### src/rtl/unique_list_serializer.sv
// Captures the tracker's entry list on request and streams its valid entries newest-first
// over a valid/ready interface, counting requests that arrive while a snapshot is draining.
module unique_list_serializer #(
  parameter int unsigned WIDTH = 8,
  parameter int unsigned NUM   = 4,
  parameter int unsigned CNT_W = 8
) (
  input  logic                          clk_in,
  input  logic                          rst_n_in,
  input  logic [NUM-1:0][WIDTH-1:0]     list_in,
  input  logic [NUM-1:0]                list_valid_in,
  input  logic                          snap_in,
  output logic [WIDTH-1:0]              dout,
  output logic [$clog2(NUM)-1:0]        dout_idx,
  output logic                          dout_valid,
  output logic                          dout_last,
  input  logic                          dout_ready,
  output logic                          empty_out,
  output logic                          busy_out,
  output logic [CNT_W-1:0]              drop_cnt
);

  localparam int unsigned IDX_W = $clog2(NUM);

  typedef enum logic {IDLE, SEND} state_t;

  state_t                    state;
  logic [NUM-1:0][WIDTH-1:0] sh_list;
  logic [NUM-1:0]            sh_mask;

  logic [IDX_W-1:0]          first_c;
  logic                      first_last_c;
  logic [IDX_W-1:0]          nxt_c;
  logic                      nxt_last_c;

  // Index of the lowest set bit at or above lo (0 when none).
  function automatic logic [IDX_W-1:0] lowest_from(input logic [NUM-1:0] m, input int lo);
    logic [IDX_W-1:0] r;
    r = '0;
    for (int i = NUM - 1; i >= 0; i--) begin
      if (m[i] && (i >= lo)) r = IDX_W'(i);
    end
    return r;
  endfunction

  // True when any bit strictly above idx is set.
  function automatic logic any_above(input logic [NUM-1:0] m, input int idx);
    logic r;
    r = 1'b0;
    for (int i = 0; i < NUM; i++) begin
      if (m[i] && (i > idx)) r = 1'b1;
    end
    return r;
  endfunction

  always_comb begin
    first_c      = lowest_from(list_valid_in, 0);
    first_last_c = !any_above(list_valid_in, int'(first_c));
    nxt_c        = lowest_from(sh_mask, int'(dout_idx) + 1);
    nxt_last_c   = !any_above(sh_mask, int'(nxt_c));
  end

  always_ff @(posedge clk_in or negedge rst_n_in) begin
    if (!rst_n_in) begin
      state      <= IDLE;
      sh_list    <= '0;
      sh_mask    <= '0;
      dout       <= '0;
      dout_idx   <= '0;
      dout_valid <= 1'b0;
      dout_last  <= 1'b0;
      empty_out  <= 1'b0;
      busy_out   <= 1'b0;
      drop_cnt   <= '0;
    end else begin
      empty_out <= 1'b0;
      case (state)
        IDLE: begin
          if (snap_in) begin
            sh_list <= list_in;
            sh_mask <= list_valid_in;
            if (list_valid_in == '0) begin
              empty_out <= 1'b1;
            end else begin
              state      <= SEND;
              busy_out   <= 1'b1;
              dout_valid <= 1'b1;
              dout       <= list_in[first_c];
              dout_idx   <= first_c;
              dout_last  <= first_last_c;
            end
          end
        end
        SEND: begin
          // Requests during a drain, including its final transfer, are rejected.
          if (snap_in && (drop_cnt != '1)) drop_cnt <= drop_cnt + CNT_W'(1);
          if (dout_ready) begin
            if (dout_last) begin
              state      <= IDLE;
              busy_out   <= 1'b0;
              dout_valid <= 1'b0;
              dout_last  <= 1'b0;
            end else begin
              dout      <= sh_list[nxt_c];
              dout_idx  <= nxt_c;
              dout_last <= nxt_last_c;
            end
          end
        end
        default: state <= IDLE;
      endcase
    end
  end

endmodule

### config.mk
export PLATFORM = sky130hd
export DESIGN_NAME = unique_list_serializer
export DESIGN_NICKNAME = d
export VERILOG_FILES = /design/src/rtl/unique_list_serializer.sv
export SDC_FILE = /design/constraint.sdc
export NUM_CORES = 1
export LEC_CHECK = 0
export BUFFER_PORTS_ARGS = -buffer_cell sky130_fd_sc_hd__buf_4
export CAP_MARGIN = 20
export CORE_AREA = 2 2 61 106
export DETAILED_ROUTE_END_ITERATION = 12
export DIE_AREA = 0 0 63 108
export HOLD_SLACK_MARGIN = 0.12
export PLACE_DENSITY_LB_ADDON = 0.2
export SLEW_MARGIN = 10
export SYNTH_ARGS = -nofsm -noshare
export SYNTH_HDL_FRONTEND = slang
export SYNTH_SLANG_ARGS = --single-unit
### constraint.sdc
create_clock -name clk_in -period 3.5 [get_ports clk_in]
set_clock_uncertainty 0.05 [all_clocks]
set_input_delay 0.7 -clock clk_in [delete_from_list [all_inputs] [get_ports clk_in]]
set_output_delay 0.7 -clock clk_in [all_outputs]
set_load 0.02 [all_outputs]
# Word-level counts from Yosys, hierarchy flattened
# Index checks and enable logic that the tools add are counted.
word_totals:
  ff_bits: 58
  wordCells: 98
op_classes:
  n_lt_le_gt_ge: 12
  reduce_logical: 19
  n_eq_ne: 6
  muxes: 46
  addsub: 2
  n_bitwise: 1
op_table:
  columns: ["op", "count"]
  rows:
  - ["$mux W8", 6]
  - ["$bmux W8 S2", 2]
  - ["$mux W2", 12]
  - ["$mux W1", 21]
  - ["$pmux W8 S2", 1]
  - ["$logic_and A1 B1 Y1", 11]
  - ["$ne A2 B2 Y1 const B", 5]
  - ["$add A8 B1 Y8 const B", 1]
  - ["$gt A2 B2 Y1 const A", 4]
  - ["$ne A8 B8 Y1 const B", 1]
  - ["$reduce_and A4 Y1", 2]
  - ["$ge A1 B3 Y1 const A", 2]
  - ["$ge A2 B3 Y1 const A", 2]
  - ["$lt A2 B3 Y1 const B", 2]
  - ["$pmux W1 S2", 3]
  - ["$gt A1 B2 Y1 const A", 2]
  - ["$logic_not A4 Y1", 1]
  - ["$pmux W2 S2", 1]
  - ["$reduce_and A2 Y1", 2]
  - ["$add A2 B1 Y3 const B", 1]
  - ["$reduce_and A3 Y1", 1]
  - ["$logic_not A1 Y1", 2]
  - ["$not A1 Y1", 1]

# Depth between registers and ports, before layout
logic_depth:
  depth_word: 16
  depth_mapped: 7
  depth_no_buf: 6

# Least setup slack after synthesis
# Ideal clock, no wire load.
synth_timing:
  kind: "input to register"
  from: "in list_valid_in[2]"
  to: "reg dout[4]"
  setup_ns: 0.133
  path_slack_ns: 1.526
  arrival_time_ns: 1.791
  cell_stages: 6
  t_required_ns: 3.317
  n_path_buf: 1
  cell_sequence: "buf_2 nor2b_1 o21bai_2 mux2_2 a21oi_1 o31ai_2"
synth_between:
  elab_chain_cells: 8
  word_cells_on_any_way: 11
  classes_between: "eq/ne (1); mux (8); reduce/logical (2)"
synth_lines:
  columns: ["item", "line_no", "source"]
  rows:
  - ["from (decl)", "11", "input logic [NUM-1:0] list_valid_in,"]
  - ["$mux W2 (3 in a row)", "41", "if (m[i] && (i >= lo)) r = IDX_W'(i);"]
  - ["$bmux W8 S2", "88", "dout <= list_in[first_c];"]
  - ["$mux W8 (not written as such)", "88", null]
  - ["$mux W8", "82", "if (list_valid_in == '0) begin"]
  - ["$mux W8", "79", "if (snap_in) begin"]
  - ["$pmux W8 S2", "77", "case (state)"]
  - ["to (signal assigned)", "88", null]
  - ["to (signal assigned)", "104", "dout <= sh_list[nxt_c];"]
  - ["to (decl)", "13", "output logic [WIDTH-1:0] dout,"]
# Parallel ways exist; a longest one is shown, timed or not. The select of a mux whose other input is x is not followed.
# A chain may end at the register's enable or synchronous reset.

# Final worst setup path
layout_timing:
  from: "reg dout_idx[0]"
  to: "reg dout[5]"
layout_between:
  elab_chain_cells: 12
  word_cells_on_any_way: 18
  classes_between: "add/sub (1); order compare (4); mux (9); reduce/logical (4)"
layout_lines:
  columns: ["item", "line_no", "source"]
  rows:
  - ["from (decl)", "14", "output logic [$clog2(NUM)-1:0] dout_idx,"]
  - ["from (signal assigned)", "89", "dout_idx <= first_c;"]
  - ["from (signal assigned)", "105", "dout_idx <= nxt_c;"]
  - ["$add A2 B1 Y3 *", "59", "nxt_c = lowest_from(sh_mask, int'(dout_idx) + 1);"]
  - ["$ge A2 B3 Y1", "41", null]
  - ["$logic_and A1 B1 Y1", "41", null]
  - ["$mux W2 (3 in a row)", "41", null]
  - ["$mux W2 *", "41", null]
  - ["$bmux W8 S2 *", "104", null]
  - ["$mux W8 (not written as such) *", "104", null]
  - ["$mux W8 *", "98", "if (dout_last) begin"]
  - ["$mux W8 *", "97", "if (dout_ready) begin"]
  - ["$pmux W8 S2 *", "77", null]
# Mark *: on every way between the ends. The rest lies on a longest branch, timed or not. The select of a mux whose other input is x is not followed.

==> out/results.ini <==
[run_status]
status=finished, final reports clean

[final_layout]
area_growth_pct=22.5
drive_above_1_share=0.411
final_nets=372
nFillCells=512
antennaDiodeCount=0

[floorplanning]
die_area_um2=6800
die_x_um=63
io_pins=62
initial_core_util=0.505
die_h_um=108
core_area_um2=5880
num_rows=37

[setup_path]
critPathRequiredTime_ns=3.67
critPathKind=flip-flop to flip-flop
arrival_ns=2.47
endpoint_kind=flip-flop
rrSetupSlack_ns=1.20
cp_max_fo=10
startpoint_type=flip-flop

[route]
viasPerCell=5.56
dr.pass1.iters=4
drtIter0Drc=56
ant_nets=0
drc=0
wirelength_um=6750
vias=2303
wl_per_cell_um=16.3

[grt]
first_global_vias=2268
grt_usage=0.219
grt-ovfl-total=0
grt_pass1_wl_um=11300
grt_antenna_before_repair=0
grt_max_degree=58

[logic_synthesis]
synthesis.area_per_instance_um2=10.7
ys_top_cells_by_area=dfrtp_1 48%, mux2_2 20%, nand2_1 5.1%
synth-main-ff-cell=dfrtp_1
syn_inst=277
yosysMostFrequentCell=dfrtp_1
ys_warn_count=0
ys_top_cells_by_count=57 x dfrtp_1, 52 x mux2_2, 40 x nand2_1
synth.distinct_cells=39
yosysTopAreaCell=dfrtp_1
ys_seq_area_frac=0.480
ys_seq_elements=57
synth_nets=318
syn-cell-area_um2=2970
synth-edff-count=0
synthArstFlopShare=1.00
yosys.area.top_type_share=0.480

[timing]
max-slew-margin-rel=0.406
hold-worst-slack_ns=0.364
tns_ns=0
tightestPinTransition_ns=0.888
hold_viol_final=0
fin_crit_sh=0.659
fmax_mhz=434
rsz0062_at_grt=false
finalCriticalPeriod_ns=2.30
setup_violations=0
final_max_slew_viol_count=0
timing.final.ws_setup_ns=1.20

[pwr]
p_int_uw=2060
ir_worst_vdd_uv=526
total_leakage_power_uw=0.00162
switching_power_uw=1290
power_uw=3350
pwr-share-comb=0.440
power.density_nw_per_um2=922
p_sw_frac=0.385
clkPwrFrac=0.178
seq_power_share=0.381

[placed_design]
dpl.hpwl_um=4870
port_buffers=61
gp_congestion=0.828
pre_cts_slack_ns=1.04

[clock_network]
cts_setup_buffers=0
clk-insertion-delay-late_ns=0.34
cts_max_level=3
cts_tree=yes
path_clk_slew_ns=0.06
cts_hold_buf=0
numCtsBuffers=9
clock-sinks=57
cts_root_buf=clkbuf_8
cts-resized-gates=0
clock_path_buffers=2

[hold_path]
hold_class=primary input to asynchronous set/reset pin

[run]
cap_violations=0

## per-layer routing
metal / global-route usage / routed length (um) / vias to the layer above
li1: - / - / 1103
met1: 0.270 / 2820 / 1127
met2: 0.368 / 3510 / 64
met3: 0.0364 / 306 / 9
met4: 0.110 / 107 / 0
met5: 0 / 0 / -
## critical path, cell delays in order, from the launching register on
cell and delay, ns:
dfrtp_1 0.49, nand2b_1 0.41, a21oi_1 0.69, o211ai_1 0.25, a21oi_1 0.19, o31ai_1 0.09
## path summary, 6_finish.rpt
check / start / end / cells after the start
worst max register to register: dout_idx[0]$_DFFE_PN0P_ / dout[5]$_DFFE_PN0P_ / 5
worst min-delay path: rst_n_in / sh_list[13]$_DFFE_PN0P_ / 1
worst min register to register: dout[7]$_DFFE_PN0P_ / dout[7]$_DFFE_PN0P_ / 2
worst max-delay path: dout_idx[0]$_DFFE_PN0P_ / dout[5]$_DFFE_PN0P_ / 5
min in group clk_in: dout[7]$_DFFE_PN0P_ / dout[7]$_DFFE_PN0P_ / 2
max in group asynchronous: rst_n_in / sh_list[19]$_DFFE_PN0P_ / 1
## registers in the layout, indices dropped and copies added, names as in the netlist
name,count
dout,8
busy_out,1
sh_mask,3
sh_list,32
drop_cnt,8
empty_out,1
dout_idx,2
dout_last,1
state,1
## through the flow
step / std cells / area, um2 / util
finish: 414 / 3640 / 0.619
global route: 414 / 3640 / 0.619
CTS: 414 / 3640 / 0.619
detailed placement: 398 / 3440 / 0.585
global placement: 398 / 3440 / 0.585
floorplan: 277 / 2970 / -
## layout by cell type (no fill, tap or decap), types with 2 or more instances in the layout
master and instances:
a21o_1 2, a21oi_1 22, a31oi_1 9, and3_1 3, buf_4 63, clkbuf_8 10
clkinv_2 4, dfrtp_1 57, mux2_2 52, nand2_1 40, nand2b_1 2, nand3_1 9
nand4_1 3, nor2_1 10, nor2b_1 3, o211ai_1 8, o21ai_0 5, o31ai_1 7
xnor2_1 4, xor2_1 4
## power groups by stage
| stage | logic, uW | registers [uW] | clock network, uW |
|---|---|---|---|
| 4_1_cts | 1490 | 1280 | 617 |
| 3_3_place_gp | 1450 | 1270 | 0 |
| 3_5_place_dp | 1490 | 1290 | 0 |
| 5_1_grt | 1620 | 1330 | 643 |
| 6_report | 1480 | 1280 | 599 |
| 2_1_floorplan | 1080 | 1250 | 0 |
## layout make-up
type,instances,area (um2),share of cell area
clock buffer,10,138,0.0378
clock inverter,6,57.6,0.0158
inverter,2,7.51,0.00206
multi-input combinational,198,1440,0.395
sequential,57,1430,0.392
tap,78,97.6,0.0268
timing repair buffer,63,473,0.130
## kinds of logic (layout without fill, tap and decap cells)
family | after synthesis | after routing | synth area share
adder cells (fa/ha/maj) | 1 | 1 | 0.00421
AO/OA/AOI/OAI | 61 | 61 | 0.139
XOR/XNOR | 8 | 8 | 0.0236
AND/OR/NAND/NOR | 74 | 74 | 0.113
flip-flops | 57 | 57 | 0.480
multiplexers | 54 | 54 | 0.204
buffers and inverters | 22 | 81 | 0.0354
No activity file was read; power rests on OpenSTA's default activity.
